<file path="src/rtl/seq_detector_prog_if.sv">
// Signal bundle for seq_detector_prog: pattern programming, serial sample
// inputs and the detection/counter outputs.
interface seq_detector_prog_if #(
    parameter int MAX_LEN = 8,
    parameter int LEN_W   = $clog2(MAX_LEN + 1),
    parameter int CNT_W   = 8
);
    logic               enable;
    logic               sequence_in;
    logic               load_pattern;
    logic [MAX_LEN-1:0] pattern_in;
    logic [LEN_W-1:0]   len_in;
    logic               overlap_en;
    logic               clear_count;
    logic               detector_out;
    logic [CNT_W-1:0]   match_count;
    logic               count_sat;

    modport master (
        output enable, sequence_in, load_pattern, pattern_in, len_in,
               overlap_en, clear_count,
        input  detector_out, match_count, count_sat
    );

    modport slave (
        input  enable, sequence_in, load_pattern, pattern_in, len_in,
               overlap_en, clear_count,
        output detector_out, match_count, count_sat
    );
endinterface

</file>
<file path="src/rtl/seq_detector_prog.sv">
// Run-time programmable serial pattern detector with Moore-timed pulse output,
// selectable overlap mode and a saturating match counter.
module seq_detector_prog #(
    parameter int                 MAX_LEN       = 8,
    parameter int                 LEN_W         = $clog2(MAX_LEN + 1),
    parameter int                 CNT_W         = 8,
    parameter logic [MAX_LEN-1:0] RESET_PATTERN = MAX_LEN'(8'b0000_1011),
    parameter int                 RESET_LEN     = 4
) (
    input  logic               clock,
    input  logic               reset,
    seq_detector_prog_if.slave bus
);
    localparam logic [LEN_W-1:0] MAX_LEN_V = LEN_W'(MAX_LEN);
    localparam logic [CNT_W-1:0] CNT_MAX   = {CNT_W{1'b1}};

    logic [MAX_LEN-1:0] pattern_q, pattern_d;
    logic [LEN_W-1:0]   len_q, len_d;
    logic [MAX_LEN-1:0] history_q, history_d;
    logic [LEN_W-1:0]   fill_q, fill_d;
    logic               detector_out_q, detector_out_d;
    logic [CNT_W-1:0]   match_count_q, match_count_d;
    logic               count_sat_q, count_sat_d;

    logic [MAX_LEN-1:0] nh_s;
    logic [MAX_LEN-1:0] mask_s;
    logic [LEN_W-1:0]   nf_s;
    logic               match_s;
    logic               hit_s;

    // Candidate sample: shifted history, advanced fill and masked pattern compare.
    always_comb begin
        nh_s = {history_q[MAX_LEN-2:0], bus.sequence_in};
        if (fill_q >= MAX_LEN_V) begin
            nf_s = MAX_LEN_V;
        end else begin
            nf_s = fill_q + LEN_W'(1);
        end
        for (int i = 0; i < MAX_LEN; i++) begin
            mask_s[i] = (len_q > LEN_W'(i));
        end
        match_s = (len_q != LEN_W'(0)) && (nf_s >= len_q) &&
                  (((nh_s ^ pattern_q) & mask_s) == {MAX_LEN{1'b0}});
        hit_s   = bus.enable && !bus.load_pattern && match_s;
    end

    // Pattern programming and history/fill update; a load flushes the history.
    always_comb begin
        pattern_d      = pattern_q;
        len_d          = len_q;
        history_d      = history_q;
        fill_d         = fill_q;
        detector_out_d = 1'b0;
        if (bus.load_pattern) begin
            pattern_d = bus.pattern_in;
            len_d     = (bus.len_in > MAX_LEN_V) ? MAX_LEN_V : bus.len_in;
            history_d = {MAX_LEN{1'b0}};
            fill_d    = LEN_W'(0);
        end else if (bus.enable) begin
            history_d      = nh_s;
            detector_out_d = match_s;
            // Non-overlapping mode demands len fresh bits after each hit.
            if (match_s && !bus.overlap_en) begin
                fill_d = LEN_W'(0);
            end else begin
                fill_d = nf_s;
            end
        end else begin
            detector_out_d = 1'b0;
        end
    end

    // Saturating hit counter; clear beats a coincident hit.
    always_comb begin
        if (bus.clear_count) begin
            match_count_d = {CNT_W{1'b0}};
        end else if (hit_s && (match_count_q != CNT_MAX)) begin
            match_count_d = match_count_q + CNT_W'(1);
        end else begin
            match_count_d = match_count_q;
        end
        count_sat_d = (match_count_d == CNT_MAX);
    end

    // State and output registers.
    always_ff @(posedge clock or posedge reset) begin
        if (reset) begin
            pattern_q      <= RESET_PATTERN;
            len_q          <= LEN_W'(RESET_LEN);
            history_q      <= {MAX_LEN{1'b0}};
            fill_q         <= LEN_W'(0);
            detector_out_q <= 1'b0;
            match_count_q  <= {CNT_W{1'b0}};
            count_sat_q    <= 1'b0;
        end else begin
            pattern_q      <= pattern_d;
            len_q          <= len_d;
            history_q      <= history_d;
            fill_q         <= fill_d;
            detector_out_q <= detector_out_d;
            match_count_q  <= match_count_d;
            count_sat_q    <= count_sat_d;
        end
    end

    assign bus.detector_out = detector_out_q;
    assign bus.match_count  = match_count_q;
    assign bus.count_sat    = count_sat_q;

endmodule

</file>
<file path="src/flat_wrapper.sv">
// flat-port wrapper written by rule: the top's interface ports become plain ports
module seq_detector_prog_flat 
#(
    parameter int                 MAX_LEN       = 8,
    parameter int                 LEN_W         = $clog2(MAX_LEN + 1),
    parameter int                 CNT_W         = 8,
    parameter logic [MAX_LEN-1:0] RESET_PATTERN = MAX_LEN'(8'b0000_1011),
    parameter int                 RESET_LEN     = 4
)
  (clock, reset, bus_enable, bus_sequence_in, bus_load_pattern, bus_pattern_in, bus_len_in, bus_overlap_en, bus_clear_count, bus_detector_out, bus_match_count, bus_count_sat);
  seq_detector_prog_if #(.MAX_LEN(MAX_LEN), .LEN_W(LEN_W), .CNT_W(CNT_W)) bus_i ();
  input  logic clock;
  input  logic reset;
  input wire logic [$bits(bus_i.enable)-1:0] bus_enable;
  input wire logic [$bits(bus_i.sequence_in)-1:0] bus_sequence_in;
  input wire logic [$bits(bus_i.load_pattern)-1:0] bus_load_pattern;
  input wire logic [$bits(bus_i.pattern_in)-1:0] bus_pattern_in;
  input wire logic [$bits(bus_i.len_in)-1:0] bus_len_in;
  input wire logic [$bits(bus_i.overlap_en)-1:0] bus_overlap_en;
  input wire logic [$bits(bus_i.clear_count)-1:0] bus_clear_count;
  output wire logic [$bits(bus_i.detector_out)-1:0] bus_detector_out;
  output wire logic [$bits(bus_i.match_count)-1:0] bus_match_count;
  output wire logic [$bits(bus_i.count_sat)-1:0] bus_count_sat;
  assign bus_i.enable = bus_enable;
  assign bus_i.sequence_in = bus_sequence_in;
  assign bus_i.load_pattern = bus_load_pattern;
  assign bus_i.pattern_in = bus_pattern_in;
  assign bus_i.len_in = bus_len_in;
  assign bus_i.overlap_en = bus_overlap_en;
  assign bus_i.clear_count = bus_clear_count;
  assign bus_detector_out = bus_i.detector_out;
  assign bus_match_count = bus_i.match_count;
  assign bus_count_sat = bus_i.count_sat;
  seq_detector_prog #(.MAX_LEN(MAX_LEN), .LEN_W(LEN_W), .CNT_W(CNT_W), .RESET_PATTERN(RESET_PATTERN), .RESET_LEN(RESET_LEN)) u_core (.clock(clock), .reset(reset), .bus(bus_i));
endmodule
</file>
<file path="config.mk">
export PLATFORM = sky130hd
export DESIGN_NAME = seq_detector_prog_flat
export DESIGN_NICKNAME = d
export VERILOG_FILES = /design/src/rtl/seq_detector_prog_if.sv /design/src/rtl/seq_detector_prog.sv /design/src/flat_wrapper.sv
export SDC_FILE = /design/constraint.sdc
export NUM_CORES = 1
export LEC_CHECK = 0
export ABC_AREA = 1
export ABC_CLOCK_PERIOD_IN_PS = 2250
export CAP_MARGIN = 20
export CORE_MARGIN = 5
export CORE_UTILIZATION = 30
export CTS_CLUSTER_DIAMETER = 120
export DETAILED_ROUTE_END_ITERATION = 7
export DONT_BUFFER_PORTS = 1
export GPL_ROUTABILITY_DRIVEN = 0
export PLACE_DENSITY = 0.45
export SETUP_SLACK_MARGIN = 0.5
export SKIP_LAST_GASP = 1
export SYNTH_ARGS = -nofsm -noshare
export SYNTH_HDL_FRONTEND = slang
export SYNTH_SLANG_ARGS = --single-unit
</file>
<file path="constraint.sdc">
create_clock -name clock -period 2.25 [get_ports clock]
set_input_delay 0.3375 -clock clock [delete_from_list [all_inputs] [get_ports clock]]
set_output_delay 0.3375 -clock clock [all_outputs]
set_load 0.01 [all_outputs]
</file>
[After elaboration in Yosys (flattened, before gate mapping)]
Index checks and enable logic that the tools add are counted.
Storage, ports and cells
  flip-flop bits (word level): 33
  input bits: 19
  output and inout bits: 10
Cells by class
  add/subtract/negate cells: 2
  magnitude comparators: 11
  equality and inequality tests: 2
  mux-type cells: 11
  bitwise logic cells: 2
  reduce and logical (&&, ||, !) cells: 11
Operators with widths (count)
  $mux W4: 5
  $gt A4 B3 Y1 const B: 4
  $mux W8: 2
  $mux W7: 2
  $add A8 B1 Y8 const B: 1
  $and A8 B8 Y8: 1
  $eq A8 B8 Y1 const B: 1
  $gt A4 B1 Y1 const B: 2
  $gt A4 B2 Y1 const B: 2
  $logic_not A8 Y1: 1
  $ne A8 B8 Y1 const B: 1
  $xor A8 B8 Y8: 1
  $logic_and A1 B1 Y1: 6
  $add A4 B1 Y4 const B: 1
  $ge A4 B4 Y1: 1
  $ge A4 B4 Y1 const B: 1
  $gt A4 B4 Y1 const B: 1
  $reduce_bool A4 Y1: 1
  $logic_not A1 Y1: 2
  $mux W1: 2
  $reduce_bool A2 Y1: 1

[Depth between registers and ports, before layout]
  depth after elaboration: 10
  mapped depth: 18

[Worst setup path before layout]
Ideal clock, no wire load.
  kind: register to register
  start point: register u_core.fill_q[0]
  end point: register u_core.count_sat_q (netlist: u_core.bus.count_sat)
  library setup time: 0.071 ns
  data arrival time: 1.980 ns
  slack: 0.199 ns
  cell stages (with the launch flop): 19
  period minus slack after synthesis: 2.051 ns
  path through: dfrtp_1 inv_1 ha_1 inv_1 nor2_1 ha_1 inv_1 nor2_1 o21ai_0 nand3_1 nand2_2 nor2_4 buf_6 nand3_1 nand2_1 nand3_1 nor2_1 nand2_1 nor2_1
On the way
  cells in the longest elaborated chain, start to end: 10
  elaborated cells between the ends (all ways): 11
  those cells by class: 1 x add/sub; 2 x order compare; 1 x eq/ne; 3 x mux; 4 x reduce/logical
RTL lines
  from (decl): RTL line seq_detector_prog.sv:20  | logic [LEN_W-1:0] fill_q, fill_d;
  from (signal assigned): RTL line seq_detector_prog.sv:99  | fill_q <= fill_d;
  $add A4 B1 Y4 or $ge A4 B4 Y1 (tied branches): RTL line seq_detector_prog.sv:37, seq_detector_prog.sv:34
  $mux W4 (*): RTL line seq_detector_prog.sv:34  | if (fill_q >= MAX_LEN_V) begin
  $ge A4 B4 Y1 (*): RTL line seq_detector_prog.sv:42  | match_s = (len_q != LEN_W'(0)) && (nf_s >= len_q) &&
  $logic_and A1 B1 Y1 (*) (2 in series): RTL line seq_detector_prog.sv:42
  $logic_and A1 B1 Y1 (*): RTL line seq_detector_prog.sv:44  | hit_s = bus.enable && !bus.load_pattern && match_s;
  $logic_and A1 B1 Y1 (*): RTL line seq_detector_prog.sv:77  | end else if (hit_s && (match_count_q != CNT_MAX)) begin
  $mux W8 (*): RTL line seq_detector_prog.sv:77
  $mux W8 (*): RTL line seq_detector_prog.sv:75  | if (bus.clear_count) begin
  $eq A8 B8 Y1 (*): RTL line seq_detector_prog.sv:82  | count_sat_d = (match_count_d == CNT_MAX);
  via u_core.count_sat_d: RTL line seq_detector_prog.sv:23  | logic count_sat_q, count_sat_d;
  to (signal assigned): RTL line seq_detector_prog.sv:102  | count_sat_q <= count_sat_d;
  to (decl): RTL line seq_detector_prog.sv:23
The timed path passes the listed nets; every way through them passes the cells marked *.
A chain may end at the register's enable or synchronous reset.

[Final worst setup path]
  start point: register u_core.fill_q[1]
  end point: register u_core.count_sat_q (netlist: u_core.bus.count_sat)
Same word-level chain as after synthesis.

==> impl_metrics.toml <==
[outcome]
status = "complete, but fails checks"
violations = "setup timing"

[yosys]
synth.area.mux_share_pct = 0
synthSimpleGateAreaFrac_pct = 30.1
ys_seq_area_share_pct = 44.5
synthXorXnorAreaFrac_pct = 1.41
yosysWarningCount = 0
syn_nets = 275
synth_area_leaders = "dfrtp_1 39%, nand2_1 13%, inv_1 8.6%"
avgSynthCellArea_sq_um = 7.50
yosysTopAreaCell = "dfrtp_1"
synthAdderAreaFrac_pct = 4.69
synthDistinctLibCells = 28
synth_compound_area_share_pct = 7.70
syn_inst = 249
synth_seq_cells = 33
synth_area_sq_um = 1870
synth_top_area_share_pct = 38.8
synth_top_family_by_area = "simple AND/OR/NAND/NOR gates"

[worst_hold_path]
worst_hold_path_type = "input pin to async pin"

[route]
dr.first_iter.drc_count = 92
wl_um = 4300
drtPass1Iterations = 4
drc = 0
route.vias.total = 1520
drtAntennaViolNets = 0
avgViaCountPerCell = 4.44
drt-wirelength-per-cell_um = 12.6

[floorplanning]
die-area_sq_um = 7900
ios = 29
die_y_um = 88.9
die_w_um = 88.9
fp.coreArea_sq_um = 5990
num_rows = 28
initial_core_util_pct = 31.2

[power_and_ir_drop]
power_frac_clock_pct = 35.4
combinationalPowerShare_pct = 15.8
p_seq_share_pct = 48.8
switching_share_pct = 27.4
internal_power_uw = 953
p_switching_uw = 360
peakVddDrop_v = 0.000276
p_leak_nw = 1.12
power_density_nw_per_um2 = 574
fin_total_pwr_mw = 1.31

[setup_path]
path_cells = "inv_2 -> ha_4 -> inv_4 -> nor2_4 -> ha_4 -> inv_2 -> nor2_4 -> o21ai_2 -> nand3_1 -> nand2_2 -> nor2_4 -> nand3_4 -> nand2_2 -> nand3_2 -> nor2_2 -> nand2_1 -> nor2_1"
cp.arrival_ns = 2.56
cp_slowest_cell = "dfrtp_1"
cp_max_fo = 7
crit_family = "simple AND/OR/NAND/NOR gates"
crit_buf_inv = 3
cp-end-kind = "flop"
start_kind = "flop"
cp_common_cell = "nor2_4"
crit_type = "flop to flop"
cpPeakStageDelay_ns = 0.40
crit_required_ns = 2.47

[timing]
finalMaxSlewViolations = 0
finClkSkew_ns = 0.00558
finalHoldViolCount = 0
max_freq_mhz = 427
slew_headroom_pct = 69.1
fin_setup_tns_ns = -0.122
layout_min_cycle_time_ns = 2.34
rsz0062_at_grt = "true"
holdWs_ns = 0.0329
layout_setup_ws_ns = -0.0938
min_period_over_period_pct = 104
setup_viol = 2
tightest_slew_ns = 0.463

[clocking]
h-tree-depth = 2
insertion_delay_ns = 0.28
cts_sinks = 33
tritoncts = "built"
root_buffer = "clkbuf_8"
clkSlewWorstSetupHoldPaths_ns = 0.07
cts_buffers = 5
clockBufferDepth = 2

[global_routing]
grt-ovfl-total = 0
grt_pass1_wl_um = 7060
grt_max_degree = 34
antenna_found_initial = 0
gr-usage-all-layers_pct = 11.8
grt_pass1_vias = 1477

[layout]
antenna_cells = 0
multi_input_area_sq_um = 957
final_nets = 292
fin_util_pct = 38.2
seq_area_sq_um = 831
syn2layout_area_growth_pct = 22.6
fillCellCount = 630
layout-drive-gt1-share_pct = 28.5

[placement]
place_ws_ns = -0.0622
dpl.hpwl_um = 3060
place.port_buffers = 0

[job]
cap_violations = 0
-- final timing paths --
check / slack [ns] / end / cells past startpoint / start
setup / recovery: -0.09 / u_core.bus.count_sat / 17 / u_core.fill_q[1]
hold / removal: 0.03 / u_core.bus.count_sat / 2 / reset
setup reg to reg: -0.09 / u_core.bus.count_sat / 17 / u_core.fill_q[1]
hold reg to reg: 0.48 / u_core.pattern_q[3] / 2 / u_core.pattern_q[3]
max in group asynchronous: 1.87 / u_core.pattern_q[3] / 2 / reset
min in group clock: 0.11 / u_core.bus.match_count[6] / 1 / bus_clear_count
-- through the flow --
| stage | instances | instance area [sq um] |
|---|---|---|
| 2_1_floorplan | 249 | 1870 |
| 3_3_place_gp | 328 | 2000 |
| 3_5_place_dp | 328 | 2000 |
| 4_1_cts | 338 | 2140 |
| 5_1_grt | 342 | 2290 |
| 6_report | 342 | 2290 |
-- what timing repair did --
action,in CTS,in global routing
hold buffers,0,0
setup endpoints to repair,14,14
setup buffers,2,4
gates resized for setup,7,36
pin swaps,2,24
-- layer usage --
| metal | share of wire [%] | track usage [%] |
|---|---|---|
| met5 | 0 | 0 |
| met4 | 0.72 | 3.71 |
| met3 | 5.3 | 3.96 |
| met2 | 47 | 18.8 |
| met1 | 47 | 15.0 |
-- worst reg2reg max path: stages, from the launching register on --
cell and delay [ns]:
dfrtp_1 0.40, inv_2 0.09, ha_4 0.21, inv_4 0.05
nor2_4 0.04, ha_4 0.27, inv_2 0.04, nor2_4 0.09
o21ai_2 0.06, nand3_1 0.09, nand2_2 0.09, nor2_4 0.22
nand3_4 0.16, nand2_2 0.12, nand3_2 0.09, nor2_2 0.11
nand2_1 0.05, nor2_1 0.10
-- kinds of logic after synthesis --
group,count (synthesis)
fa+ha+maj,7
xor+xnor,3
compound gates,25
flops,33
simple gates,126
buf+inv,55
-- flip-flops by register name, indices dropped and copies added (netlist names) --
| name | cells |
|---|---|
| u_core.bus.match_count | 8 |
| u_core.pattern_q | 8 |
| u_core.history_q | 7 |
| u_core.fill_q | 4 |
| u_core.len_q | 4 |
| u_core.bus.count_sat | 1 |
| u_core.bus.detector_out | 1 |
-- cell usage after synthesis, drive strengths merged --
cell / n
a21oi: 2
nand4: 9
nor2: 28
o21ai: 13
dfrtp: 29
ha: 7
o31ai: 1
or2: 1
buf: 4
a22o: 1
nor3: 1
inv: 50
nand3: 17
xor2: 1
o32ai: 1
dfstp: 4
xnor2: 2
clkbuf: 1
nand2: 70
o22ai: 7
-- placed cells by master, fill, tap and decap left out, types with 2 or more instances in the layout --
cell | netlist | final
nand3_1 | 15 | 13
buf_6 | 1 | 4
nand4_1 | 9 | 9
o21ai_0 | 13 | 10
clkbuf_8 | 0 | 6
clkbuf_1 | 1 | 2
nand2_2 | 3 | 9
a21oi_1 | 2 | 2
o21ai_1 | 0 | 2
nand2_1 | 66 | 60
inv_2 | 7 | 13
nor2_4 | 1 | 3
nand3_2 | 2 | 3
inv_1 | 43 | 36
dfrtp_1 | 29 | 29
dfstp_2 | 4 | 4
nor2_2 | 4 | 11
buf_4 | 0 | 11
ha_1 | 7 | 4
nor2_1 | 23 | 14
ha_4 | 0 | 2
o22ai_1 | 7 | 7
-- power by group through the flow --
stage          Combinational, mW  Clock [mW]  Sequential, mW
5_1_grt                    0.235       0.518           0.645
4_1_cts                    0.167       0.483           0.641
3_5_place_dp               0.160           0           0.652
3_3_place_gp               0.160           0           0.652
2_1_floorplan              0.128           0           0.647
6_report                   0.207       0.465           0.641
-- layout make-up --
class	count	share of cell area, %
Multi-Input combinational cell	161	41.8
Sequential cell	33	36.3
Inverter	50	8.31
Timing Repair Buffer	15	5.57
Tap cell	75	4.10
Clock buffer	8	3.93
No activity file was read; power rests on OpenSTA's default activity.
